[src/rtl/ext_sram_bus.sv]
// Multiplexed address/data external SRAM bus controller: two address latch phases,
// then one read or write data phase. Define EXT_SRAM_RDY_EN to add the ext_rdy wait input.
module ext_sram_bus #(
    parameter int ADDR_W      = 32,
    parameter int WAIT_CYCLES = 1
) (
    input  logic              clk,
    input  logic              reset,
    input  logic              valid,
    output logic              ready,
    input  logic              rw,
    input  logic [ADDR_W-1:0] addri,
    input  logic [1:0]        be,
    input  logic [15:0]       dtw,
    output logic [15:0]       dtr,
    output logic              done,
    input  logic [15:0]       din,
    output logic [15:0]       dout,
    output logic              isout,
    output logic              ale0,
    output logic              ale1,
    output logic              oe,
    output logic              we,
    output logic              ble,
    output logic              bhe
`ifdef EXT_SRAM_RDY_EN
    ,
    input  logic              ext_rdy
`endif
);

    typedef enum logic [2:0] {
        S_IDLE,
        S_ADDR0,
        S_ADDR1,
        S_DATA,
        S_END
    } state_t;

    state_t state, state_next;

    logic [ADDR_W-1:1] addr_q;
    logic              rw_q;
    logic [1:0]        be_q;
    logic [15:0]       dtw_q;
    logic [3:0]        cnt;
    logic [31:1]       addr_ext;
    logic              accept;
    logic              data_last;

    // Halfword address zero-extended so the high latch phase works for any ADDR_W.
    assign addr_ext = 31'(addr_q);
    assign accept   = valid && (state == S_IDLE);

`ifdef EXT_SRAM_RDY_EN
    assign data_last = (cnt == 4'd0) && ext_rdy;
`else
    assign data_last = (cnt == 4'd0);
`endif

    always_ff @(posedge clk or posedge reset) begin
        if (reset) begin
            state  <= S_IDLE;
            addr_q <= '0;
            rw_q   <= 1'b0;
            be_q   <= 2'b00;
            dtw_q  <= '0;
            cnt    <= '0;
            dtr    <= '0;
        end else begin
            state <= state_next;
            if (accept) begin
                addr_q <= addri[ADDR_W-1:1];
                rw_q   <= rw;
                be_q   <= (be == 2'b00) ? 2'b11 : be;
                dtw_q  <= dtw;
            end
            if (state == S_ADDR1) begin
                cnt <= 4'(WAIT_CYCLES - 1);
            end else if ((state == S_DATA) && (cnt != 4'd0)) begin
                cnt <= cnt - 4'd1;
            end
            // Read data is sampled on the edge that ends the final data cycle.
            if ((state == S_DATA) && data_last && !rw_q) begin
                dtr <= din;
            end
        end
    end

    always_comb begin
        state_next = state;
        ready      = 1'b0;
        done       = 1'b0;
        dout       = '0;
        isout      = 1'b0;
        ale0       = 1'b0;
        ale1       = 1'b0;
        oe         = 1'b0;
        we         = 1'b0;
        ble        = 1'b0;
        bhe        = 1'b0;
        case (state)
            S_IDLE: begin
                ready = 1'b1;
                if (valid) state_next = S_ADDR0;
            end
            S_ADDR0: begin
                dout       = addr_ext[16:1];
                isout      = 1'b1;
                ale0       = 1'b1;
                state_next = S_ADDR1;
            end
            S_ADDR1: begin
                dout       = {1'b0, addr_ext[31:17]};
                isout      = 1'b1;
                ale1       = 1'b1;
                ble        = be_q[0];
                bhe        = be_q[1];
                state_next = S_DATA;
            end
            S_DATA: begin
                ble = be_q[0];
                bhe = be_q[1];
                if (rw_q) begin
                    isout = 1'b1;
                    dout  = dtw_q;
                    we    = 1'b1;
                end else begin
                    oe = 1'b1;
                end
                if (data_last) state_next = S_END;
            end
            S_END: begin
                done = 1'b1;
                ble  = be_q[0];
                bhe  = be_q[1];
                // Write data stays on the bus one extra cycle for SRAM hold time.
                if (rw_q) begin
                    isout = 1'b1;
                    dout  = dtw_q;
                end
                state_next = S_IDLE;
            end
            default: state_next = S_IDLE;
        endcase
    end

endmodule

[config.mk]
export PLATFORM = sky130hd
export DESIGN_NAME = ext_sram_bus
export DESIGN_NICKNAME = d
export VERILOG_FILES = /design/src/rtl/ext_sram_bus.sv
export SDC_FILE = /design/constraint.sdc
export NUM_CORES = 1
export LEC_CHECK = 0
export ABC_AREA = 1
export CAP_MARGIN = 20
export CORE_ASPECT_RATIO = 0.9
export CORE_MARGIN = 5
export CORE_UTILIZATION = 49
export DETAILED_ROUTE_END_ITERATION = 10
export PLACE_DENSITY = 0.91
export SYNTH_ARGS = -nofsm -noshare
export SYNTH_HDL_FRONTEND = slang
export SYNTH_SLANG_ARGS = --single-unit
[constraint.sdc]
create_clock -name clk -period 6.05 [get_ports clk]
set_input_delay 1.815 -clock clk [delete_from_list [all_inputs] [get_ports clk]]
set_output_delay 1.815 -clock clk [all_outputs]
set_load 0.02 [all_outputs]
==> metrics.md, run 1 <==
| Metric | Value |
|---|---|
| Layout area overhead | 40.6% |
| Initial core utilization | between 50% and 60% |
| Total track usage | a little over a fifth |
| Tmin final | ~4.6 ns |
| Hold Path Sink | addr_ext[7] |
| # Max-Cap Violations | 0 |
| Final Hold Fails | 0 |
| Origin of the critical flop-to-flop path | rw_q |
| Mapped cell area | approximately 3300 sq um |
| CP Launch Type | flip-flop |
| Leak pwr | around 0.0023 uW |
| Worst path bufs/invs | 2 |
| Clk_skew | between 0.007 and 0.008 ns |
| Drt drc | 0 |
| Finished Layout Cells | between 600 and 700 |
| Status | completed |
| FMAX | 0.218 GHz |
| WS Path Type | reg2out |
| CTS H-tree lvls | 3 |
| WL per Instance | about 14 um |
| Total power | 2490 uW |
| IO Pins | 111 |
| Final period util | about three quarters |
| Core ar. | between 6000 and 7000 sq um |
| Cells after synthesis | a little over 400 |
| Hold Crit Depth | 2 |
| Share of layout cells above drive strength 1 | about 5% |
| Postcts setup bufs | 0 |
| Slew HR | about two fifths |
| Worst skew pair latency | ~0.34 ns |
| Worst-margin pin slew | 0.900 ns |
| CP delay by family, top | buffers and inverters |
| Sequential fraction of the synthesis area | between 50 and 60% |
| Via count | a little over 3,000 |
| R2r setup slk | between 3 and 4 ns |
| Initial drt markers | around 190 |
| Number of synthesis warnings | 0 |
| CP max stage cell | dfrtp_1 |
| Root buffer cell | clkbuf_8 |
| Yosys cell types | 23 |
| Post-cts resize count | 0 |
| Final nets | 587 |
| Post-DRT Antenna Nets | 0 |
| Die area | roughly 8400 sq um |
| Max Root-Sink Buffers | 2 |
| Inserted Diodes | 0 |
| Setup violations, final | 0 |
| Detail Placement HPWL | slightly above 6000 um |
| CP endpoint kind | output port |
| GP Congestion | around 0.8 |
| Largest stage delay on the critical path | 0.82 ns |
| Post-synthesis average cell area | between 7 and 8 sq um |
| Post-Route WL | 8670 um |
| Fin Hold WS | approximately 0.47 ns |
| Placed insts | ~600 |
| Min-delay worst type | reg2reg |
| Setup_tns | 0 ns |
| R2R Path End | dtr[9] |
| Worst R2R Path Depth | 4 |
| First-pass GRT wire length | ~14,000 um |
| Critical path, cell by cell | clkinv_1 > nor2_1 > clkdlybuf4s50_1 |
| Total CTS buffers | 9 |
| Critical Path RT | ~4.2 ns |
| RSZ-0062 raised after global routing | false |
| Hold_buf cts | 0 |
| Max FO, Critical Path | 19 |
| Die width | between 90 and 100 um |
| Die H | 87.4 um |
| Vias in the first global route | slightly below 3,000 |
| Reg clk slew, reported paths | ~0.070 ns |
| Clock sink total | 73 |
| CTS tree | yes |
| Via density | 4.97 |
| Peak supply drop | between 0.2 and 0.3 mV |
| CP arrival | 2.76 ns |
| Fill count | 537 |
| Power Dens Cells | roughly 540 nW/um^2 |
| Antenna violations before repair | 0 |
| # port buffers | roughly 110 |
| Largest net degree at the start of global routing | 54 |
| Max Slew Vio Count | 0 |
| GRT overflow | 0 |
| Post-synthesis net count | 483 |
| Yosys reg bits | between 70 and 80 |
| Rows | 28 |
| Final core occ | between 70% and 80% |
| Worst Min Path Start | addr_ext[7] |
| DR pass1 iterations | 4 |
-- flip-flops by register name (all words and copies together) (netlist names) --
register,count
addr_ext,31
dtr,16
dtw_q,16
cnt,4
state,3
be_q,2
rw_q,1
-- per-stage QoR --
step / setup slack [ns] / area, sq um
after floorplan: 2.38 / 3260
after detailed placement: 1.79 / 4400
after CTS: 1.42 / 4590
final: 1.47 / 4590
after global placement: 1.88 / 4400
after global routing: 1.26 / 4590
-- layout make-up --
| class | instances | area, sq um | area share, % |
|---|---|---|---|
| multi-input cells | 302 | 1280 | 27.9 |
| well taps | 90 | 113 | 2.45 |
| clock buffers | 13 | 149 | 3.25 |
| inverters | 17 | 63.8 | 1.39 |
| repair buffers | 112 | 1110 | 24.3 |
| flip-flops and latches | 73 | 1830 | 39.8 |
| clock inverters | 3 | 40.0 | 0.873 |
-- Yosys cell counts --
library cell  count  area, sq um
a21oi_1           2         10.0
nor3_2            1         10.0
buf_2            13         65.1
o22ai_1           1         6.26
o21ai_2           1         8.76
inv_2             3         11.3
nor2_4            1         11.3
clkinv_1          1         3.75
o21ai_0           6         30.0
nor3_4            1         16.3
a22oi_1           1         7.51
nor2_1            7         26.3
inv_1            13         48.8
buf_4             1         7.51
xor2_1            1         8.76
dfrtp_1          73         1830
o21bai_1          1         7.51
nand2_2           2         12.5
clkbuf_1          4         15.0
buf_1             1         3.75
nand2_1         220          826
ha_1              2         25.0
nand3_1          55          275
-- worst max path at each step --
stage               start            to  depth (start not counted)
global placement     rw_q            we                          3
CTS                  rw_q            we                          3
finish               rw_q            we                          3
detailed placement   rw_q            we                          3
global route         rw_q            we                          3
floorplan           reset  addr_ext[10]                          1
-- power breakdown --
group | total (uW) | switching (uW) | internal (uW)
logic | 1240 | 735 | 504
registers | 876 | 152 | 723
clock network | 377 | 176 | 201
total | 2490 | 1060 | 1430
-- worst min-delay path: stages (launching register included) --
cell	delay, ns
dfrtp_1	0.34
nand2_1	0.05
nand2_1	0.05
-- cell families after synthesis --
logic type,share of synthesized area (%)
xor gates and xnor gates,0.268
adders and majority gates,0.767
AOI/OAI and AO/OA,2.15
and+or+nand+nor,36.1
DFF,56.0
buffers and inverters,4.75
-- metal layers --
layer	vias to the layer above	routed length, um	global-route usage, %
li1	1491	-	-
met1	1417	3630	29.1
met2	116	4140	34.4
met3	9	814	5.70
met4	0	92	8.14
met5	-	0	0
-- cell usage in the layout (no fill, tap or decap) --
| cell type | instances |
|---|---|
| nand3_1 | 55 |
| o21ai_2 | 1 |
| clkbuf_8 | 10 |
| bufinv_16 | 1 |
| dfrtp_1 | 73 |
| nand2_2 | 2 |
| xor2_1 | 1 |
| clkbuf_1 | 3 |
| clkinv_2 | 2 |
| buf_4 | 3 |
| nor2_4 | 1 |
| ha_1 | 2 |
| a22oi_1 | 1 |
| inv_2 | 4 |
| clkinv_1 | 1 |
| o21bai_1 | 1 |
| o21ai_0 | 6 |
| o22ai_1 | 1 |
| nand2_1 | 220 |
| nor2_1 | 7 |
| inv_1 | 12 |
| clkdlybuf4s50_1 | 109 |
| nor3_4 | 1 |
| a21oi_1 | 2 |
| nor3_2 | 1 |
No activity file was read; power rests on OpenSTA's default activity.
==> run 2: changes to the inputs <==
--- a/config.mk
+++ b/config.mk
@@ -9,9 +9,9 @@
 export CAP_MARGIN = 20
 export CORE_ASPECT_RATIO = 0.9
 export CORE_MARGIN = 5
-export CORE_UTILIZATION = 49
+export CORE_UTILIZATION = 45
 export DETAILED_ROUTE_END_ITERATION = 10
-export PLACE_DENSITY = 0.91
+export PLACE_DENSITY = 0.85
 export SYNTH_ARGS = -nofsm -noshare
 export SYNTH_HDL_FRONTEND = slang
 export SYNTH_SLANG_ARGS = --single-unit
==> constraint.sdc (replaced) <==
create_clock -name clk -period 4.5 [get_ports clk]
set_input_delay 1.35 -clock clk [delete_from_list [all_inputs] [get_ports clk]]
set_output_delay 1.35 -clock clk [all_outputs]
set_load 0.02 [all_outputs]
==> metrics.md, run 2 (synthesized netlist as in run 1, its figures left out) <==
| Metric | Value |
|---|---|
| Total CTS buffers | 9 |
| CTS H-tree lvls | 3 |
| Leak pwr | about 0.0023 uW |
| Drt drc | 0 |
| Core ar. | roughly 7100 sq um |
| Max FO, Critical Path | 18 |
| # Max-Cap Violations | 0 |
| # port buffers | about 110 |
| Critical Path Most Common Cell | inv_1 |
| DR pass1 iterations | 4 |
| CP arrival | approximately 2.6 ns |
| Worst skew pair latency | ~0.34 ns |
| Hold_buf cts | 0 |
| Critical Path RT | roughly 3.2 ns |
| Clk_skew | slightly below 0.008 ns |
| Slew HR | 39.9% |
| Detail Placement HPWL | ~5700 um |
| Status | completed |
| Clock power frac | between 10% and 20% |
| Via count | slightly above 3,000 |
| Max reg flops | 31 |
| Initial core utilization | 46.1% |
| Final period util | roughly nine tenths |
| Power Dens Cells | about 720 nW/um^2 |
| Initial drt markers | about 140 |
| First-pass GRT wire length | 14,000 um |
| R2r setup slk | roughly 2.7 ns |
| Antenna violations before repair | 0 |
| CP endpoint kind | output port |
| Root buffer cell | clkbuf_8 |
| Rows | 29 |
| Min-delay worst type | reg2reg |
| Clock sink total | between 70 and 80 |
| Layout area overhead | 40.7% |
| Share of layout cells above drive strength 1 | around 5.6% |
| Fin Hold WS | roughly 0.47 ns |
| Crit path to | bhe |
| Die H | about 91 um |
| Final Hold Fails | 0 |
| Total track usage | approximately a fifth |
| Post-DRT Antenna Nets | 0 |
| GP Congestion | roughly 0.8 |
| RSZ-0062 raised after global routing | false |
| Placed cell areas | ~4400 sq um |
| CP max stage cell | o21ai_2 |
| Worst R2R Path Depth | 5 |
| FMAX | ~0.25 GHz |
| Cell internal pwr | ~1900 uW |
| WS Path Type | reg2out |
| Tmin final | between 3 and 4 ns |
| Sw frac | between 40% and 50% |
| GRT overflow | 0 |
| Die width | 99.8 um |
| Via density | 4.91 |
| Commonest non-fill, non-tap cell in the layout | nand2_1 |
| Largest net degree at the start of global routing | 74 |
| Setup violations, final | 0 |
| Origin of the critical flop-to-flop path | state[1] |
| Max Root-Sink Buffers | 2 |
| Psw | ~1400 uW |
| Largest stage delay on the critical path | 0.68 ns |
| Worst-margin pin slew | between 0.9 and 1 ns |
| Setup crit start | state[1] |
| Worst Min Path Start | addr_ext[26] |
| Critical path, cell by cell | inv_1 > nand2_1 > o21ai_2 > inv_1 > a21oi_1 > clkdlybuf4s50_1 |
| Max Slew Vio Count | 0 |
| WL per Instance | about 13 um |
| Design Area, Final | 4590 sq um |
| CTS tree | yes |
| Reg clk slew, reported paths | about 0.080 ns |
| R2R Path End | dtr[2] |
| Post-cts resize count | 0 |
| Setup_tns | 0 ns |
| Inserted Diodes | 0 |
| Share of power burned in registers | about 36% |
| IO Pins | between 100 and 150 |
| Post-Route WL | roughly 8200 um |
| Final nets | between 500 and 600 |
| Combinational power share | 50.1% |
| CP Launch Type | flip-flop |
| Commonest cells after routing, fill and taps aside | nand2_1, clkdlybuf4s50_1, dfrtp_1 |
| Postcts setup bufs | 0 |
| Die area | between 9000 and 10,000 sq um |
| Vias in the first global route | between 3,000 and 4,000 |
| Peak supply drop | 0.398 mV |
run 2: power groups by stage:
stage	logic, uW	clock network (uW)	registers [uW]
5_1_grt	1830	511	1210
2_1_floorplan	944	0	1200
4_1_cts	1680	481	1180
3_5_place_dp	1670	0	1190
3_3_place_gp	1620	0	1170
6_report	1650	468	1180
run 2: stage by stage:
step / power, uW / cells / util (%) / setup WS, ns
floorplan: 2150 / 411 / - / 1.30
detailed placement: 2850 / 598 / 62.3 / 0.911
finish: 3300 / 614 / 64.9 / 0.528
global placement: 2800 / 598 / 62.3 / 0.960
CTS: 3330 / 614 / 64.9 / 0.492
global route: 3550 / 614 / 64.9 / 0.322
run 2: critical path, delay by kind of cell (launching register included):
kind | cells | cell delay [ns]
buf+inv | 3 | 0.87
flops | 1 | 0.48
simple gates | 1 | 0.08
compound gates | 2 | 0.85
run 2: how the worst min path moves through the flow:
stage | to | slack (ns) | cells past startpoint
2_1_floorplan | addr_ext[10] | 0.44 | 2
6_report | addr_ext[26] | 0.47 | 2
5_1_grt | dtr[13] | 0.49 | 2
3_3_place_gp | dtr[13] | 0.45 | 2
4_1_cts | addr_ext[29] | 0.48 | 2
3_5_place_dp | addr_ext[6] | 0.46 | 2
run 2: area by class of cell:
cell class	count	area, sq um
Clock inverter	4	27.5
Multi-Input combinational cell	302	1280
Tap cell	93	116
Fill cell	599	2480
Inverter	17	63.8
Clock buffer	12	155
Timing Repair Buffer	113	1120
Sequential cell	73	1830
run 2: layer usage:
layer  up-vias  wire [um]  GRT usage [%]
met1      1414       3730           25.4
met4         0         80           6.83
met3         6        639           5.02
met2       105       3780           29.9
li1       1492          -              -
met5         -          0              0
==> run 3: changes to the inputs <==
--- a/config.mk
+++ b/config.mk
@@ -12,6 +12,8 @@
 export CORE_UTILIZATION = 45
 export DETAILED_ROUTE_END_ITERATION = 10
 export PLACE_DENSITY = 0.85
+export SLEW_MARGIN = 20
 export SYNTH_ARGS = -nofsm -noshare
 export SYNTH_HDL_FRONTEND = slang
 export SYNTH_SLANG_ARGS = --single-unit
+export TNS_END_PERCENT = 10
==> results of run 3 <==
No change in the layout: final DEF, timing and power equal those of run 2.
